<file path="config.mk">
export PLATFORM = sky130hd
export DESIGN_NAME = mux4_rr_arbiter
export DESIGN_NICKNAME = d
export VERILOG_FILES = /design/src/rtl/mux_arb_pkg.sv /design/src/rtl/rr_pick4.sv /design/src/rtl/mux4_rr_arbiter.sv
export SDC_FILE = /design/constraint.sdc
export NUM_CORES = 1
export LEC_CHECK = 0
export CORE_UTILIZATION = 39
export CTS_CLUSTER_DIAMETER = 200
export DETAILED_ROUTE_END_ITERATION = 8
export DONT_BUFFER_PORTS = 1
export GPL_TIMING_DRIVEN = 0
export PLACE_DENSITY_LB_ADDON = 0.3
export SYNTH_ARGS = -nofsm -noshare
export SYNTH_HDL_FRONTEND = slang
export SYNTH_SLANG_ARGS = --single-unit
</file>
<file path="constraint.sdc">
create_clock -name clk -period 3.4 [get_ports clk]
set_input_delay 0.68 -clock clk [delete_from_list [all_inputs] [get_ports clk]]
set_output_delay 0.68 -clock clk [all_outputs]
set_load 0.02 [all_outputs]
</file>
<file path="src/rtl/mux_arb_pkg.sv">
// mux_arb_pkg: shared types, widths and helpers for the 4-requester round-robin mux arbiter.
//   state_t       : arbiter FSM states (IDLE = no owner, GRANT = owner is sel)
//   NUM_REQ/SEL_W : requester count and select width
//   onehot_to_idx : binary index of a one-hot (or zero) 4-bit grant
package mux_arb_pkg;
    localparam int NUM_REQ = 4;
    localparam int SEL_W = 2;
    typedef enum logic {IDLE, GRANT} state_t;
    function automatic logic [SEL_W-1:0] onehot_to_idx(input logic [NUM_REQ-1:0] oh);
        return {oh[3] | oh[2], oh[3] | oh[1]};
    endfunction
endpackage

</file>
<file path="src/rtl/rr_pick4.sv">
// rr_pick4: combinational round-robin search over four requests.
//   req      : request vector
//   ptr      : index with highest priority; search wraps 3 -> 0
//   excl_en  : when high, request excl_idx is ignored
//   excl_idx : requester to ignore
//   found    : some eligible request exists
//   idx      : first eligible request at or after ptr (ptr when none)
module rr_pick4 import mux_arb_pkg::*; (
    input  logic [NUM_REQ-1:0] req,
    input  logic [SEL_W-1:0]   ptr,
    input  logic               excl_en,
    input  logic [SEL_W-1:0]   excl_idx,
    output logic               found,
    output logic [SEL_W-1:0]   idx
);
    logic [NUM_REQ-1:0] cand;
    always_comb begin
        cand = req & ~(excl_en ? (NUM_REQ'(1) << excl_idx) : '0);
        found = |cand;
        idx = ptr;
        // walk from farthest to nearest so the nearest match overrides
        for (int k = NUM_REQ - 1; k >= 0; k--)
            if (cand[ptr + SEL_W'(k)]) idx = ptr + SEL_W'(k);
    end
endmodule

</file>
<file path="src/rtl/mux4_rr_arbiter.sv">
// mux4_rr_arbiter: round-robin arbiter sharing one 4:1 mux between four requesters.
//   clk  : rising-edge clock
//   rst  : synchronous active-high reset
//   req  : request vector, bit i = requester i wants the mux
//   gnt  : registered one-hot grant, zero when idle
//   sel  : registered mux select, index of the granted requester
//   busy : registered, high whenever gnt is nonzero
module mux4_rr_arbiter import mux_arb_pkg::*; #(
    parameter int MAX_HOLD = 8,
    parameter int CNT_W = 4
) (
    input  logic               clk,
    input  logic               rst,
    input  logic [NUM_REQ-1:0] req,
    output logic [NUM_REQ-1:0] gnt,
    output logic [SEL_W-1:0]   sel,
    output logic               busy
);
    state_t             state, state_n;
    logic [SEL_W-1:0]   ptr, ptr_n, owner, idx, sel_n;
    logic [CNT_W-1:0]   cnt, cnt_n;
    logic [NUM_REQ-1:0] gnt_n;
    logic               busy_n, own_req, others, timeout, found, take;

    assign owner = onehot_to_idx(gnt);
    assign own_req = (state == GRANT) && req[owner];
    assign others = |(req & ~gnt);
    // >= rather than == so a count that saturated during a solo hold still times out
    assign timeout = (MAX_HOLD != 0) && others && (cnt >= CNT_W'(MAX_HOLD));
    assign take = found && (state == IDLE || !own_req || timeout);

    // the current owner is never its own successor
    rr_pick4 u_pick (
        .req      (req),
        .ptr      (ptr),
        .excl_en  (state == GRANT),
        .excl_idx (owner),
        .found    (found),
        .idx      (idx)
    );

    always_ff @(posedge clk) begin
        if (rst) begin
            state <= IDLE;
            ptr   <= '0;
            cnt   <= '0;
            gnt   <= '0;
            sel   <= '0;
            busy  <= 1'b0;
        end else begin
            state <= state_n;
            ptr   <= ptr_n;
            cnt   <= cnt_n;
            gnt   <= gnt_n;
            sel   <= sel_n;
            busy  <= busy_n;
        end
    end

    always_comb begin
        state_n = (own_req || found) ? GRANT : IDLE;
    end

    always_comb begin
        gnt_n  = take ? NUM_REQ'(1) << idx : (own_req ? gnt : '0);
        sel_n  = take ? idx : sel;
        busy_n = |gnt_n;
        ptr_n  = take ? idx + SEL_W'(1) : ptr;
        cnt_n  = take ? CNT_W'(1) : own_req ? ((&cnt) ? cnt : cnt + CNT_W'(1)) : '0;
    end
endmodule

</file>
## After elaboration in Yosys (flattened, before gate mapping)

Index checks and enable logic that the tools add are counted.
W data, S select, Z words.

| storage, ports and cells | value |
|---|---|
| register bits | 14 |
| output and inout bits | 7 |

| cells by class | value |
|---|---|
| order comparisons | 6 |
| bitwise logic cells | 8 |
| shifts and indexed selects | 2 |
| add/subtract/negate cells | 5 |
| eq/ne operators | 1 |
| reductions and logical operators | 12 |
| muxes and demuxes | 21 |

Operators with widths:

| cell | count |
|---|---|
| $lt A2 B3 Y1 const B | 5 |
| $mux W4 | 3 |
| $reduce_or A4 Y1 | 3 |
| $bmux W1 S2 | 5 |
| $mux W1 | 9 |
| $and A4 B4 Y4 | 2 |
| $mux W2 | 4 |
| $not A4 Y4 | 2 |
| $shl A1 B2 Y4 const A | 2 |
| $add A2 B1 Y2 const B | 2 |
| $add A2 B2 Y2 const B | 2 |
| $add A4 B1 Y4 const B | 1 |
| $ge A4 B4 Y1 const B | 1 |
| $reduce_and A4 Y1 | 1 |
| $logic_and A1 B1 Y1 | 3 |
| $logic_or A1 B1 Y1 | 3 |
| $ne A3 B3 Y1 const B | 1 |
| $reduce_or A3 Y1 | 1 |
| $not A1 Y1 | 2 |
| $or A1 B1 Y1 | 2 |
| $logic_not A1 Y1 | 1 |

## Depth between registers and ports, before layout

| logic depth | value |
|---|---|
| depth in word-level cells | 14 |
| gate-level depth with buffers | 8 |
| gate-level depth less buffers | 6 |

## Hierarchy

Synthesis repeated with hierarchy kept, for this count alone.

| second synthesis, totals | value |
|---|---|
| cell total of the unflattened synthesis | 123 |
| area, all modules | 1082.3 um^2 |

By module, submodules not included:

| module | instances | area each (um^2) | cells each |
|---|---|---|---|
| mux4_rr_arbiter | 1 | 844.6 | 90 |
| rr_pick4 | 1 | 237.7 | 33 |

## Worst setup path before layout

Ideal clock, no wire load.

| path | value |
|---|---|
| path type | flip-flop to flip-flop |
| from | reg gnt[3] |
| to | reg ptr[1] |
| path slack | 1.539 ns |
| data required time | 3.270 ns |
| path buffers | 0 |
| data arrival time | 1.731 ns |
| library setup time | 0.130 ns |
| stages on the path, launching flop included | 7 |
| cell sequence | dfxtp_1 or4b_4 a22oi_2 o22ai_2 a211oi_4 nand3b_1 a31oi_1 |

| on the way | value |
|---|---|
| word-level cells in the longest chain between the ends | 12 |
| elaborated cells on any way between the ends | 31 |

RTL lines:

| element | RTL line | RTL |
|---|---|---|
| start: declaration | mux4_rr_arbiter.sv:15 | `output logic [NUM_REQ-1:0] gnt,` |
| start signal: assignment | mux4_rr_arbiter.sv:54 | `gnt <= gnt_n;` |
| $or A1 B1 Y1 | mux_arb_pkg.sv:10 | `return {oh[3] \| oh[2], oh[3] \| oh[1]};` |
| $shl A1 B2 Y4 | rr_pick4.sv:18 | `cand = req & ~(excl_en ? (NUM_REQ'(1) << excl_idx) : '0);` |
| $mux W4 | rr_pick4.sv:18 |  |
| $not A4 Y4 | rr_pick4.sv:18 |  |
| $and A4 B4 Y4 | rr_pick4.sv:18 |  |
| $bmux W1 S2 | rr_pick4.sv:23 | `if (cand[ptr + SEL_W'(k)]) idx = ptr + SEL_W'(k);` |
| $mux W1 (not written as such) | rr_pick4.sv:23 |  |
| $mux W2 (4 in series) | rr_pick4.sv:23 |  |
| $add A2 B1 Y2 | mux4_rr_arbiter.sv:68 | `ptr_n = take ? idx + SEL_W'(1) : ptr;` |
| end signal: assignment | mux4_rr_arbiter.sv:52 | `ptr <= ptr_n;` |
| end: declaration | mux4_rr_arbiter.sv:20 | `logic [SEL_W-1:0] ptr, ptr_n, owner, idx, sel_n;` |

Parallel ways exist; a longest one is shown, timed or not. The select of a mux whose other input is x is not followed.
A chain may end at the register's enable or synchronous reset.

## Final worst setup path

| path | value |
|---|---|
| from | reg gnt[2] |
| to | reg ptr[1] |

The elaborated chain is that of the path after synthesis.

==> results.json <==
{
  "first_global_vias": 812,
  "numCtsBuffers": 3,
  "ios": 13,
  "maxUsedRoutingLayer": "met4",
  "wl_met1_um": 901,
  "core_area_um2": 2230,
  "r2r_start": "gnt[2]",
  "avgViaCountPerCell": 5.83,
  "finalHoldViolCount": 0,
  "netlist_instances": 112,
  "ys_seq_area_share_pct": 29.9,
  "startpoint": "gnt[2]",
  "cts_tree": "done",
  "post_cts_buffers": 0,
  "die_w_um": 51.0,
  "slew_headroom_pct": 60.4,
  "cts-root-buf": "clkbuf_4",
  "critPathArrivalTime_ns": 2.40,
  "fin_nets": 125,
  "run_status": "complete, no violations",
  "initial_core_util_pct": 41.9,
  "dr_wl_met2_um": 864,
  "power.share.clock_pct": 16.8,
  "pwr-share-comb_pct": 45.9,
  "grt_overflow": 0,
  "cp.required_ns": 3.57,
  "report.final.slew_viol_count": 0,
  "worstMarginPinSlew_ns": 0.589,
  "finalClockSkew_ns": 0.000571,
  "ff2ff_setup_slack_ns": 1.18,
  "antenna_found_initial": 0,
  "dr_wl_met3_um": 179,
  "cts_num_sinks": 14,
  "fin_tns_setup_ns": 0,
  "dp_hpwl_mm": 1.52,
  "htree_levels": 1,
  "final_common_cell": "dfxtp_1",
  "rows": 17,
  "wl_mm": 2.00,
  "fin_crit_ns": 2.22,
  "ys_ff_latch": 14,
  "synth_fp_nets": 120,
  "track_usage_pct": 17.8,
  "worstSkewPairLatency_ns": 0.29,
  "p_sw_share_pct": 42.5,
  "hp-start": "cnt[2]",
  "post_cts_resized": 0,
  "avgSynthCellArea_um2": 8.36,
  "rsz0062_at_grt": "no",
  "cts.hold.buffers_added": 0,
  "leakage_nw": 0.401,
  "layout_worst_path_cycle_share_pct": 65.4,
  "endpoint_kind": "flop",
  "p_switching_w": 0.000312,
  "gp_congestion": 0.871,
  "worst_hold_slack_ns": 0.543,
  "cp_max_fo": 10,
  "drt-initial-drc-count": 15,
  "synth_cell_type_count": 45,
  "crit_type": "reg -> reg",
  "vias": 839,
  "port_buffers": 0,
  "ys_async_sr_fraction_pct": 0,
  "n_antenna_cell": 0,
  "setup_violations": 0,
  "drcViolationCount": 0,
  "wl_per_cell_um": 13.9,
  "startpoint_type": "flop",
  "die_area_um2": 2600,
  "synth_edf_count": 0,
  "p_int_w": 0.000423,
  "min_path_type": "reg -> reg",
  "grt_max_degree": 11,
  "first_pass_iters": 4,
  "max_cap_violations": 0,
  "die_h_um": 51.0,
  "ctsLongestPathBuffers": 2,
  "synth_area_um2": 936,
  "yosys_warnings": 0,
  "layout-drive-gt1-share_pct": 14.7,
  "area_growth_pct": 7.62,
  "power_density_nw_per_um2": 729,
  "most-common-layout-cells": "dfxtp_1, nor2_1, nand2_1, a21oi_1, nand2b_1",
  "antenna_left": 0,
  "clkTransAtPathRegs_ns": 0.08,
  "ir_worst_vdd_uv": 356,
  "p_seq_share_pct": 37.3,
  "timing.fmax_ghz": 0.450,
  "grt_pass1_wl_mm": 3.42,
  "ys.flop_type": "dfxtp_1"
}
worst max-delay path, stage by stage, from the launching register on:
cell and delay [ns]:
dfxtp_1 0.40, buf_4 0.21, a21o_1 0.16, a21boi_0 0.49, o22ai_2 0.17, a211oi_4 0.38
nand3b_1 0.20, a31oi_1 0.09
synthesized netlist by cell type (2+ instances only):
cell	n	share of area, %
and3_1	2	1.3
nor2_1	9	3.6
dfxtp_1	14	30
nand3_1	6	3.2
buf_4	4	3.2
a21oi_1	9	4.8
nand4bb_1	2	2.4
a21o_1	2	1.6
nand3b_1	3	2.4
ha_1	2	2.7
nand2_1	9	3.6
nand2b_1	8	5.3
nor3_1	4	2.1
inv_1	5	2.0
a32oi_1	3	2.8
sequential cells by signal (all words and copies together), names as in the netlist:
name,cells
state,1
gnt,4
ptr,2
busy,1
sel,2
cnt,4
logic make-up after synthesis:
family                   after synthesis  synth area share, %
multiplexers                           1                 1.07
adder cells (fa/ha/maj)                2                 2.67
XOR/XNOR                               1                0.936
flip-flops                            14                 29.9
buffers and inverters                 11                 6.82
AND/OR/NAND/NOR                       53                 32.8
AO/OA/AOI/OAI                         30                 25.8
stage by stage:
stage	instance area [um2]	instances	setup slack [ns]	util, %	total power [W]
floorplan	936	112	1.54	-	0.000546
global placement	971	140	1.25	43.5	0.000606
detailed placement	971	140	1.23	43.5	0.000608
CTS	1010	144	1.20	45.1	0.000734
global route	1010	144	1.01	45.1	0.000788
finish	1010	144	1.18	45.1	0.000734
per-layer routing:
layer / GRT usage (%) / vias to the layer above
met5: 0 / -
met4: 12.0 / 0
met3: 4.46 / 5
met2: 27.0 / 37
met1: 21.8 / 380
li1: - / 417
path summary, 6_finish.rpt:
path            end  cells past startpoint
max          ptr[1]                      7
min          cnt[2]                      2
max reg2reg  ptr[1]                      7
min reg2reg  cnt[2]                      2
layout make-up:
| cell class | count | area (um2) |
|---|---|---|
| multi-input cells | 87 | 592 |
| fillers | 224 | 1230 |
| flip-flops and latches | 14 | 280 |
| inverters | 5 | 18.8 |
| plain buffers | 6 | 45.0 |
| clock buffers | 4 | 36.3 |
| well taps | 28 | 35.0 |
power by group through the flow:
| stage | clock (W) | sequential (W) | combinational (W) |
|---|---|---|---|
| 2_1_floorplan | 0 | 0.000269 | 0.000277 |
| 3_3_place_gp | 0 | 0.000279 | 0.000327 |
| 3_5_place_dp | 0 | 0.000278 | 0.000330 |
| 4_1_cts | 0.000126 | 0.000274 | 0.000333 |
| 5_1_grt | 0.000134 | 0.000282 | 0.000371 |
| 6_report | 0.000123 | 0.000274 | 0.000337 |
Power figures use the tool's default switching activity.
